**src/rtl/div_sched_pkg.sv**
```systemverilog
`default_nettype none
`timescale 1ns/1ps
// ============================================================================
//  Module      : div_sched_pkg
//  Description : Shared constants and types for the divide sequencer:
//                operand width, op encodings, FSM state encodings and small
//                op-decoding helpers.
//  Revision    : 1.0 - initial release
// ============================================================================
package div_sched_pkg;

    localparam int CORE_W = 32;

    // EX-stage divide op encodings (bit 1 = unsigned, bit 0 = remainder)
    localparam logic [1:0] DIV_OP_DIV  = 2'b00;
    localparam logic [1:0] DIV_OP_MOD  = 2'b01;
    localparam logic [1:0] DIV_OP_DIVU = 2'b10;
    localparam logic [1:0] DIV_OP_MODU = 2'b11;

    // Sequencer states
    localparam logic [1:0] S_IDLE  = 2'd0;
    localparam logic [1:0] S_ISSUE = 2'd1;
    localparam logic [1:0] S_WAIT  = 2'd2;
    localparam logic [1:0] S_RESP  = 2'd3;

    // Per-request context kept while the core works on the magnitudes
    typedef struct packed {
        logic [1:0] op;
        logic       neg_q;
        logic       neg_r;
    } div_ctx_t;

    function automatic logic op_is_signed(input logic [1:0] op);
        return (op == DIV_OP_DIV) || (op == DIV_OP_MOD);
    endfunction

    function automatic logic op_is_rem(input logic [1:0] op);
        return (op == DIV_OP_MOD) || (op == DIV_OP_MODU);
    endfunction

endpackage
`default_nettype wire

```
**src/rtl/div_sign_fix.sv**
```systemverilog
`default_nettype none
`timescale 1ns/1ps
// ============================================================================
//  Module      : div_sign_fix
//  Description : Combinational sign fix-up of the unsigned core result and
//                selection of quotient or remainder for the requested op.
//  Revision    : 1.0 - initial release
// ============================================================================
module div_sign_fix #(
    parameter int W = 32
) (
    input  logic [2*W-1:0] core_res,
    input  logic           neg_q,
    input  logic           neg_r,
    input  logic [1:0]     op,
    output logic [W-1:0]   resp_data
);
    import div_sched_pkg::*;

    logic [W-1:0] w_quo;
    logic [W-1:0] w_rem;

    assign w_quo = core_res[2*W-1:W];
    assign w_rem = core_res[W-1:0];

    // Negate the selected half when its sign flag is set (mod 2^W)
    always_comb begin
        if (op_is_rem(op)) begin
            resp_data = neg_r ? -w_rem : w_rem;
        end else begin
            resp_data = neg_q ? -w_quo : w_quo;
        end
    end

endmodule
`default_nettype wire

```
**src/rtl/div_sched.sv**
```systemverilog
`default_nettype none
`timescale 1ns/1ps
// ============================================================================
//  Module      : div_sched
//  Description : Shares one unsigned AXI-stream divider core among the
//                div.w / mod.w / div.wu / mod.wu ops. Converts signed
//                operands to magnitudes, issues them to the core, fixes up
//                the signs of the result and returns it over valid/ready.
//                A flush while a divide is in flight drains and discards the
//                core result, since the core cannot be cancelled.
//                Optional macro DIV_ZERO_BYPASS_EN: a zero divisor skips the
//                core and answers quotient all-ones / remainder = src1.
//  Revision    : 1.0 - initial release
// ============================================================================
module div_sched #(
    parameter int CORE_W = div_sched_pkg::CORE_W
) (
    input  logic                clk,
    input  logic                rst,
    input  logic                flush,
    input  logic                req_valid,
    output logic                req_ready,
    input  logic [1:0]          req_op,
    input  logic [CORE_W-1:0]   req_src1,
    input  logic [CORE_W-1:0]   req_src2,
    output logic                resp_valid,
    input  logic                resp_ready,
    output logic [CORE_W-1:0]   resp_data,
    output logic                core_src_valid,
    input  logic                core_src_ready,
    output logic [CORE_W-1:0]   core_dividend,
    output logic [CORE_W-1:0]   core_divisor,
    output logic                core_res_ready,
    input  logic                core_res_valid,
    input  logic [2*CORE_W-1:0] core_res_data,
    output logic                busy
);
    import div_sched_pkg::*;

    logic [1:0]        r_state;
    logic              r_kill;
    div_ctx_t          r_ctx;
    logic [CORE_W-1:0] r_dividend;
    logic [CORE_W-1:0] r_divisor;
    logic [CORE_W-1:0] r_resp_data;

    logic              w_fire;
    logic              w_signed;
    logic [CORE_W-1:0] w_mag1;
    logic [CORE_W-1:0] w_mag2;
    logic              w_bypass;
    logic [CORE_W-1:0] w_bypass_data;
    logic [CORE_W-1:0] w_fix_data;

    assign req_ready      = (r_state == S_IDLE) & ~flush & ~r_kill;
    assign w_fire         = req_valid & req_ready;
    assign w_signed       = op_is_signed(req_op);

    assign core_src_valid = (r_state == S_ISSUE);
    assign core_res_ready = (r_state == S_WAIT);
    assign resp_valid     = (r_state == S_RESP);
    assign busy           = (r_state != S_IDLE);
    assign core_dividend  = r_dividend;
    assign core_divisor   = r_divisor;
    assign resp_data      = r_resp_data;

`ifdef DIV_ZERO_BYPASS_EN
    assign w_bypass      = (req_src2 == '0);
`else
    assign w_bypass      = 1'b0;
`endif
    assign w_bypass_data = op_is_rem(req_op) ? req_src1 : '1;

    // Operand magnitudes; -2^(W-1) wraps onto itself, which the core reads as 2^(W-1)
    always_comb begin
        w_mag1 = (w_signed && req_src1[CORE_W-1]) ? -req_src1 : req_src1;
        w_mag2 = (w_signed && req_src2[CORE_W-1]) ? -req_src2 : req_src2;
    end

    div_sign_fix #(
        .W (CORE_W)
    ) u_sign_fix (
        .core_res  (core_res_data),
        .neg_q     (r_ctx.neg_q),
        .neg_r     (r_ctx.neg_r),
        .op        (r_ctx.op),
        .resp_data (w_fix_data)
    );

    // Sequencer: accept, issue to core, wait for result, hand back or drop
    always_ff @(posedge clk) begin
        if (rst) begin
            r_state     <= S_IDLE;
            r_kill      <= 1'b0;
            r_ctx       <= '0;
            r_dividend  <= '0;
            r_divisor   <= '0;
            r_resp_data <= '0;
        end else begin
            case (r_state)
                S_IDLE: begin
                    if (w_fire) begin
                        r_ctx.op    <= req_op;
                        r_ctx.neg_q <= w_signed & (req_src1[CORE_W-1] ^ req_src2[CORE_W-1]);
                        r_ctx.neg_r <= w_signed & req_src1[CORE_W-1];
                        r_dividend  <= w_mag1;
                        r_divisor   <= w_mag2;
                        if (w_bypass) begin
                            r_resp_data <= w_bypass_data;
                            r_state     <= S_RESP;
                        end else begin
                            r_state     <= S_ISSUE;
                        end
                    end
                end
                S_ISSUE: begin
                    // Operands stay valid until accepted even when killed
                    if (flush) begin
                        r_kill <= 1'b1;
                    end
                    if (core_src_ready) begin
                        r_state <= S_WAIT;
                    end
                end
                S_WAIT: begin
                    if (core_res_valid) begin
                        r_kill <= 1'b0;
                        if (r_kill || flush) begin
                            r_state <= S_IDLE;
                        end else begin
                            r_resp_data <= w_fix_data;
                            r_state     <= S_RESP;
                        end
                    end else if (flush) begin
                        r_kill <= 1'b1;
                    end
                end
                S_RESP: begin
                    if (flush || resp_ready) begin
                        r_state <= S_IDLE;
                    end
                end
                default: begin
                    r_state <= S_IDLE;
                end
            endcase
        end
    end

endmodule
`default_nettype wire

```
**config.mk**
```make
export PLATFORM = sky130hd
export DESIGN_NAME = div_sched
export DESIGN_NICKNAME = d
export VERILOG_FILES = /design/src/rtl/div_sched_pkg.sv /design/src/rtl/div_sign_fix.sv /design/src/rtl/div_sched.sv
export SDC_FILE = /design/constraint.sdc
export NUM_CORES = 1
export LEC_CHECK = 0
export BUFFER_PORTS_ARGS = -buffer_cell sky130_fd_sc_hd__clkbuf_2
export CORE_AREA = 4 4 132 134
export CTS_CLUSTER_DIAMETER = 100
export DETAILED_ROUTE_END_ITERATION = 8
export DIE_AREA = 0 0 136 138
export PLACE_DENSITY = 0.68
export SLEW_MARGIN = 0
export SYNTH_ARGS = -nofsm -noshare
export SYNTH_HDL_FRONTEND = slang
export SYNTH_SLANG_ARGS = --single-unit
```
**constraint.sdc**
```tcl
create_clock -name clk -period 2.95 [get_ports clk]
set_input_delay 0 -clock clk [delete_from_list [all_inputs] [get_ports clk]]
set_output_delay 0 -clock clk [all_outputs]
set_load 0.1 [all_outputs]
```
---- After elaboration in Yosys (flattened, before gate mapping) ----
Cells that the tools add are included.
W data, S select, Z words.
word-level totals
  output and inout port bits .............. 101
  word-level logic and storage cells ...... 58
  flip-flop bits (word level) ............. 103
  input bits .............................. 137
cells by class
  reductions and logical operators ........ 13
  equal/unequal tests ..................... 10
  bitwise logic cells ..................... 9
  $add $sub $neg .......................... 4
  muxes and demuxes ....................... 14
operator list
  operator              number
  $mux W32              5
  $neg A32 Y32          4
  $mux W2               5
  $pmux W2 S4           1
  $eq A2 B1 Y1 const B  3
  $eq A2 B2 Y1 const B  3
  $ne A2 B1 Y1 const B  3
  $and A1 B1 Y1         5
  $logic_not A2 Y1      2
  $logic_or A1 B1 Y1    4
  $reduce_and A4 Y1     1
  $reduce_bool A2 Y1    2
  $not A1 Y1            3
  $reduce_and A3 Y1     1
  $logic_and A1 B1 Y1   2
  $mux W1               2
  $ne A2 B2 Y1 const B  1
  $pmux W1 S2           1
  $reduce_and A2 Y1     1
  $xor A1 B1 Y1         1

---- Longest topological paths before layout ----
Gate-level depths: netlist of run 1.
  depth in word-level cells ............... 6
  depth in mapped cells ................... 9
  depth with buffers taken out ............ 8

---- By module ----
A second synthesis of run 1 with hierarchy kept.
second synthesis, totals
  cell total of the unflattened synthesis .. 878
  area total of the unflattened synthesis .. 6929.1 µm²
by module, submodules not included
  module        instances  area each (µm²)  cells an instance  sequential area each (µm²)
  div_sched     1          5091.1           621                2062.0
  div_sign_fix  1          1838.0           257                0.0

---- Worst setup path before layout of run 1 ----
OpenSTA, ideal clock, no wires.
  kind .................................... register to register
  start ................................... reg r_state[0]
  end ..................................... reg r_state[1]
  cell stages (with the launch flop) ...... 9
  required time ........................... 2.859 ns
  data arrival time ....................... 4.701 ns
  buffers on the path ..................... 0
  setup slack ............................. -1.842 ns
  clock period less this slack ............ 4.792 ns
  setup time .............................. 0.091 ns
  cell sequence ........................... dfxtp_1 -> inv_1 -> ha_1 -> inv_1 -> nor3_1 -> nand2_1 -> a221oi_1 -> a21oi_1 -> a311oi_1
on the way
  cells in the longest elaborated chain, start to end .. 6
  elaborated cells between the ends (all ways) .. 13
  classes of those cells .................. eq/ne (7); mux (1); bitwise (3); reduce/logical (2)
RTL lines
  element                             line              source
  start: declaration                  div_sched.sv:40   logic [1:0] r_state;
  start signal: assignment            div_sched.sv:93   r_state <= S_IDLE;
  start signal: assignment            div_sched.sv:110  r_state <= S_RESP;
  start signal: assignment            div_sched.sv:112  r_state <= S_ISSUE;
  $logic_not A2 Y1                    div_sched.sv:55   assign req_ready = (r_state == S_IDLE) & ~flush & ~r_kill;
  $and A1 B1 Y1 (2 in series)         div_sched.sv:55
  named net req_ready                 div_sched.sv:22   output logic req_ready,
  $and A1 B1 Y1                       div_sched.sv:56   assign w_fire = req_valid & req_ready;
  $ne A2 B2 Y1 (no source line)       -
  $reduce_and A4 Y1 (no source line)  -
The timed path passes the listed nets, and every way through them passes these cells.
A chain may end at the register's enable or synchronous reset.

---- Final worst setup path of run 1 ----
  start ................................... in req_src2[4]
  end ..................................... reg r_divisor[28], in the netlist core_divisor[28]
on the way
  cells in the longest elaborated chain, start to end .. 2
RTL lines
  element                 line              source
  start: declaration      div_sched.sv:25   input logic [CORE_W-1:0] req_src2,
  $neg A32 Y32            div_sched.sv:77   w_mag2 = (w_signed && req_src2[CORE_W-1]) ? -req_src2 : req_src2;
  $mux W32                div_sched.sv:77
  end signal: assignment  div_sched.sv:107  r_divisor <= w_mag2;
  end: declaration        div_sched.sv:44   logic [CORE_W-1:0] r_divisor;
Every way passes these cells.

==> impl_metrics.py, run 1 <==
metrics = {
    "outcome": {
        "outcome": "finished clean",
    },
    "placed_design": {
        "io_buffer_count": 237,
        "hpwl_um": 16400,
        "gp_congestion": 0.918,
        "dp_slack_ns": 0.388,
    },
    "routing": {
        "drt-pass1-iter-count": 5,
        "vias_per_cell": 5.53,
        "dr_total_vias": 7443,
        "route.detailed.wl_per_inst_um": 16.5,
        "routed_wl_um": 22200,
        "antenna_left": 0,
        "drtIter0Drc": 523,
        "route.detailed.drc": 0,
    },
    "clocking": {
        "clock_tree.buffer_depth": 2,
        "cts_num_sinks": 102,
        "clkLatencyLatePin_ns": 0.35,
        "cts_tree": "built",
        "clkTransAtPathRegs_ns": 0.07,
        "cts_root_buf": "clkbuf_16",
        "cts_made_buffers": 9,
        "htreeDepth": 3,
    },
    "timing": {
        "timing.setup.tns_ns": 0,
        "max_slew_margin": 0.405,
        "rsz0062_at_grt": "no",
        "fmax_ghz": 0.407,
        "finalHoldViolCount": 0,
        "finalMaxSlewViolations": 0,
        "fin_crit_ns": 2.46,
        "tightestPinTransition_ns": 0.892,
        "setup_slack_ns": 0.492,
        "min_period_over_period": 0.833,
        "setup-violations-final": 0,
        "skew_ns": 0.00712,
    },
    "die": {
        "fp.dieW_um": 136,
        "rows": 47,
        "ioPinCount": 238,
        "dieArea_um2": 18800,
        "start_util": 0.412,
        "core_area_um2": 16300,
        "die_y_um": 138,
    },
    "pwr": {
        "switching_share": 0.506,
        "power_frac_clock": 0.212,
        "switchingPower_uw": 2980,
        "p_comb_frac": 0.498,
        "seq_power_share": 0.290,
        "p_leak_uw": 0.00341,
        "ir_worst_vdd_mv": 0.449,
        "internal-power_uw": 2910,
        "powerDensity_nw_per_um2": 665,
    },
    "synthesis": {
        "ys_async_sr_fraction": 0,
        "synth_enable_flop_cells": 0,
        "yosys.cell_types.count": 60,
        "syn_nets": 1023,
        "ys.warnings.count": 0,
        "ys_seq_area_frac": 0.304,
        "synth-seq-cells": 102,
        "netlist_instances": 877,
        "syn-cell-area_um2": 6720,
        "synth.avg_cell_area_um2": 7.66,
        "synth_top_flop_cell": "dfxtp_1",
    },
    "grt": {
        "antenna_found_initial": 0,
        "grt-ovfl-total": 0,
        "grt_first_pass_wirelength_um": 35400,
        "grt_usage": 0.229,
        "grt_max_degree": 80,
        "grt_pass1_vias": 6848,
    },
    "setup_path": {
        "r2r-end": "resp_data[26]",
        "critPathBufInv": 3,
        "critical_path.endpoint_type": "flop",
        "max_stage_delay_ns": 0.54,
        "r2r_cells": 7,
        "ff2ff_setup_slack_ns": 0.69,
        "path_delay_family": "simple AND/OR/NAND/NOR gates",
        "crit_type": "input pin to flop",
        "cp_cell_sequence": "dlygate4sd3_1 -> clkbuf_2 -> nor4_1 -> nand3_1 -> buf_4 -> or3_1 -> nor4_1 -> mux2i_1 -> o22ai_1",
        "path_common_cell": "nor4_1",
        "crit_fanout": 8,
        "crit_cells": 9,
        "reg2reg_from": "r_state[0]",
        "worst_ep_arrival_time_ns": 2.66,
        "cp.required_ns": 3.15,
        "crit_slowest_cell": "dlygate4sd3_1",
        "start_kind": "input pin",
    },
    "finish": {
        "antennaDiodeCount": 0,
        "final_cell_mix": "236 x clkbuf_2, 121 x nor2_1, 102 x dfxtp_1",
        "finalNetCount": 1267,
        "final_common_cell": "clkbuf_2",
        "area_growth_pct": 31.7,
        "layout-drive-gt1-share": 0.254,
    },
    "run": {
        "cap_violations": 0,
    },
    "worst_hold_path": {
        "min_from": "req_src2[12]",
        "hp-class": "input pin to flop",
        "hold_depth": 3,
        "min_to": "core_divisor[12]",
    },
}
==> cell type report <==
cell class | count | area [µm²]
well taps | 220 | 275
flip-flops and latches | 102 | 2040
clock inverters | 5 | 57.6
multi-input cells | 696 | 4440
fillers | 1596 | 7440
repair buffers | 293 | 1720
inverters | 19 | 75.1
clock buffers | 11 | 243
==> worst min-delay path, delay by kind of cell <==
family                 cells  cell delay [ns]
AO/OA/AOI/OAI              1             0.07
XOR/XNOR                   1             0.13
buffers and inverters      1             0.11
==> power groups by stage <==
stage	Clock, µW	Combinational, µW	Sequential [µW]
after floorplan	0	1030	3010
after global placement	0	2870	1740
after detailed placement	0	2880	1740
after CTS	1280	2930	1710
after global routing	1340	3090	1740
final	1250	2930	1710
==> kinds of logic (layout without fill, tap and decap cells) <==
| logic type | count (synthesis) | after routing | share of synthesized area |
|---|---|---|---|
| simple gates | 336 | 336 | 0.249 |
| fa+ha+maj | 9 | 9 | 0.0168 |
| flops | 102 | 102 | 0.304 |
| mux | 12 | 12 | 0.0181 |
| buf+inv | 79 | 328 | 0.0456 |
| xor+xnor | 91 | 91 | 0.119 |
| compound gates | 248 | 248 | 0.248 |
==> flip-flops by register name, summed over array words and instances, names as in the netlist <==
register	count
core_dividend	32
core_divisor	32
r_ctx	3
r_kill	1
r_state	2
resp_data	32
==> metrics by stage <==
stage                     instance area [µm²]  power, µW  instances  utilization  hold WS (ns)
after detailed placement                 8160       4620       1291        0.501         0.236
after global placement                   8160       4610       1291        0.501         0.229
after global routing                     8850       6170       1346        0.543        0.0154
final                                    8850       5890       1346        0.543        0.0128
after floorplan                          6770       4050        877            -         0.114
after CTS                                8850       5920       1346        0.543      0.000868
==> per-layer routing <==
layer	global-route usage	vias to the layer above	wire [µm]	part of all wire
met5	0	-	0	0
met4	0.0711	0	447	0.020
met3	0.0603	31	1950	0.088
met2	0.366	273	10200	0.46
met1	0.301	3408	9640	0.43
li1	-	3731	-	-
==> cell usage after synthesis (all sizes together), types with 18 or more instances <==
library cell | count | area share
a211oi | 53 | 0.059
a21oi | 55 | 0.041
clkbuf | 48 | 0.027
dfxtp | 102 | 0.30
inv | 18 | 0.010
nand2 | 62 | 0.035
nor2 | 121 | 0.068
nor3 | 29 | 0.022
o21ai | 43 | 0.032
o31ai | 20 | 0.022
or3 | 24 | 0.022
or4 | 24 | 0.027
xnor2 | 49 | 0.064
xor2 | 42 | 0.055
==> repair_timing <==
| item | 4_1_cts | 5_1_grt |
|---|---|---|
| endpoints found under the hold margin | 39 | 0 |
| setup buffers | 0 | 0 |
| resized for setup | 0 | 0 |
| hold buffers | 39 | 0 |
==> how the worst max path moves through the flow <==
stage,startpoint,endpoint,slack (ns)
6_report,req_src2[4],core_divisor[28],0.49
5_1_grt,req_src1[4],core_dividend[29],0.24
4_1_cts,req_src2[4],core_divisor[28],0.48
3_5_place_dp,core_res_data[38],resp_data[25],0.39
3_3_place_gp,core_res_data[38],resp_data[25],0.44
2_1_floorplan,r_state[0],r_state[1],0.02
(Power assumes the default switching activity.)
==> run 2: changes to the inputs <==
- clock period: 2.95 -> 2.35 ns (I/O delays scaled with it)
==> impl_metrics.py, run 2 (same netlist as run 1, synthesis figures left out) <==
metrics = {
    "grt": {
        "grt_usage": 0.230,
        "grt-ovfl-total": 0,
        "grt_first_pass_wirelength_um": 36000,
        "grt_max_degree": 59,
        "antenna_found_initial": 0,
        "grt_pass1_vias": 7087,
    },
    "die": {
        "dieArea_um2": 18800,
        "ioPinCount": 238,
        "start_util": 0.412,
        "core_area_um2": 16300,
        "rows": 47,
        "fp.dieW_um": 136,
        "die_y_um": 138,
    },
    "routing": {
        "vias_per_cell": 5.46,
        "top_layer": "met4",
        "wl_met1_um": 9660,
        "met2_length_um": 10400,
        "route.detailed.drc": 0,
        "routed_wl_um": 22500,
        "drtIter0Drc": 431,
        "route.detailed.wl_per_inst_um": 16.2,
        "antenna_left": 0,
        "wl_met3_um": 2130,
        "drt-pass1-iter-count": 5,
        "dr_total_vias": 7570,
    },
    "setup_path": {
        "cp.required_ns": 2.57,
        "critical_path.endpoint_type": "flop",
        "reg2reg_from": "r_state[0]",
        "crit_fanout": 4,
        "start_kind": "input pin",
        "ff2ff_setup_slack_ns": 0.30,
        "r2r_cells": 8,
        "worst_ep_arrival_time_ns": 2.49,
        "r2r-end": "resp_data[31]",
        "crit_type": "input pin to flop",
    },
    "clocking": {
        "post_cts_buffers": 0,
        "cts_made_buffers": 9,
        "htreeDepth": 3,
        "cts_root_buf": "clkbuf_16",
        "clock_tree.buffer_depth": 2,
        "cts_num_sinks": 102,
        "cts_tree": "built",
        "clkLatencyLatePin_ns": 0.35,
        "clkTransAtPathRegs_ns": 0.08,
    },
    "pwr": {
        "p_leak_uw": 0.00358,
        "ir_worst_vdd_mv": 0.608,
        "powerDensity_nw_per_um2": 801,
    },
    "placed_design": {
        "hpwl_um": 16700,
        "dpl-instance-area_um2": 8430,
        "gp_congestion": 0.903,
        "io_buffer_count": 237,
        "dp_slack_ns": -0.0881,
    },
    "timing": {
        "tightestPinTransition_ns": 0.798,
        "skew_ns": 0.00781,
        "fmax_ghz": 0.441,
        "rsz0062_at_grt": "no",
        "timing.setup.tns_ns": 0,
        "max_slew_margin": 0.468,
        "setup_slack_ns": 0.0800,
        "finalMaxSlewViolations": 0,
        "setup-violations-final": 0,
        "fin_crit_ns": 2.27,
        "finalHoldViolCount": 0,
        "min_period_over_period": 0.966,
    },
    "finish": {
        "finalNetCount": 1307,
        "final_cell_mix": "236 x clkbuf_2, 121 x nor2_1, 100 x dfxtp_1",
        "antennaDiodeCount": 0,
        "final_common_cell": "clkbuf_2",
        "layout-drive-gt1-share": 0.280,
        "area_growth_pct": 36.6,
        "fin_area_um2": 9180,
    },
    "worst_hold_path": {
        "min_from": "req_src1[22]",
        "hold_depth": 3,
        "min_to": "core_dividend[22]",
        "hp-class": "input pin to flop",
    },
    "outcome": {
        "outcome": "finished clean",
    },
    "run": {
        "cap_violations": 0,
    },
}
## run 2: cell types whose count changed in the layout (fill, tap and decap cells not counted), moves of 2 or more
cell / delta
dfxtp_2: +2
clkinvlp_4: +3
nor4_1: -2
dfxtp_1: -2
nor4_2: +2
buf_4: +33
dlygate4sd3_1: +6
## run 2: metrics by stage
stage / hold slack, ns / utilization / power [µW] / std cells
detailed placement: 0.234 / 0.517 / 5850 / 1325
global placement: 0.229 / 0.517 / 5830 / 1325
CTS: 0.000816 / 0.562 / 7400 / 1386
finish: 0.0157 / 0.563 / 7350 / 1386
floorplan: 0.114 / - / 5090 / 877
global route: 0.0227 / 0.563 / 7720 / 1386
## run 2: cell type report
type                       instances  area, µm²
clock buffer                       9        225
clock inverter                     7       56.3
fill                            1570       7110
inverter                          19       75.1
multi-input combinational        696       4450
sequential                       102       2040
tap                              220        275
timing repair buffer             333       2050
## run 2: worst max-delay path: stages
cell and delay (ns):
dlygate4sd3_1 0.54, clkbuf_2 0.14, or3_1 0.37, or3_1 0.40
or3_1 0.44, nor4_2 0.29, mux2i_1 0.22, o22ai_1 0.09
## run 2: how the worst max path moves through the flow
| stage | to | from | slack (ns) |
|---|---|---|---|
| finish | core_divisor[28] | req_src2[15] | 0.08 |
| detailed placement | resp_data[25] | core_res_data[38] | -0.09 |
| floorplan | r_state[1] | r_state[1] | -0.52 |
| CTS | core_divisor[28] | req_src2[15] | 0.03 |
| global placement | resp_data[25] | core_res_data[38] | -0.04 |
| global route | core_divisor[28] | req_src2[15] | 0.0007 |
## run 2: timing repair
action                                  CTS  global route
endpoints found under the hold margin    45             0
gates resized for setup                   0             3
endpoints found under the setup margin    0             3
hold buffers                             45             0
## run 2: metal layers
layer  vias up  GRT usage
met5         -          0
met4         0     0.0626
met3        21     0.0607
met2       294      0.373
met1      3449      0.303
li1       3806          -
## run 2: report_power, final
part	switching [µW]	internal [µW]	total (µW)
Clock	738	731	1470
Sequential	167	1980	2150
Combinational	2870	855	3730
Total	3780	3570	7350
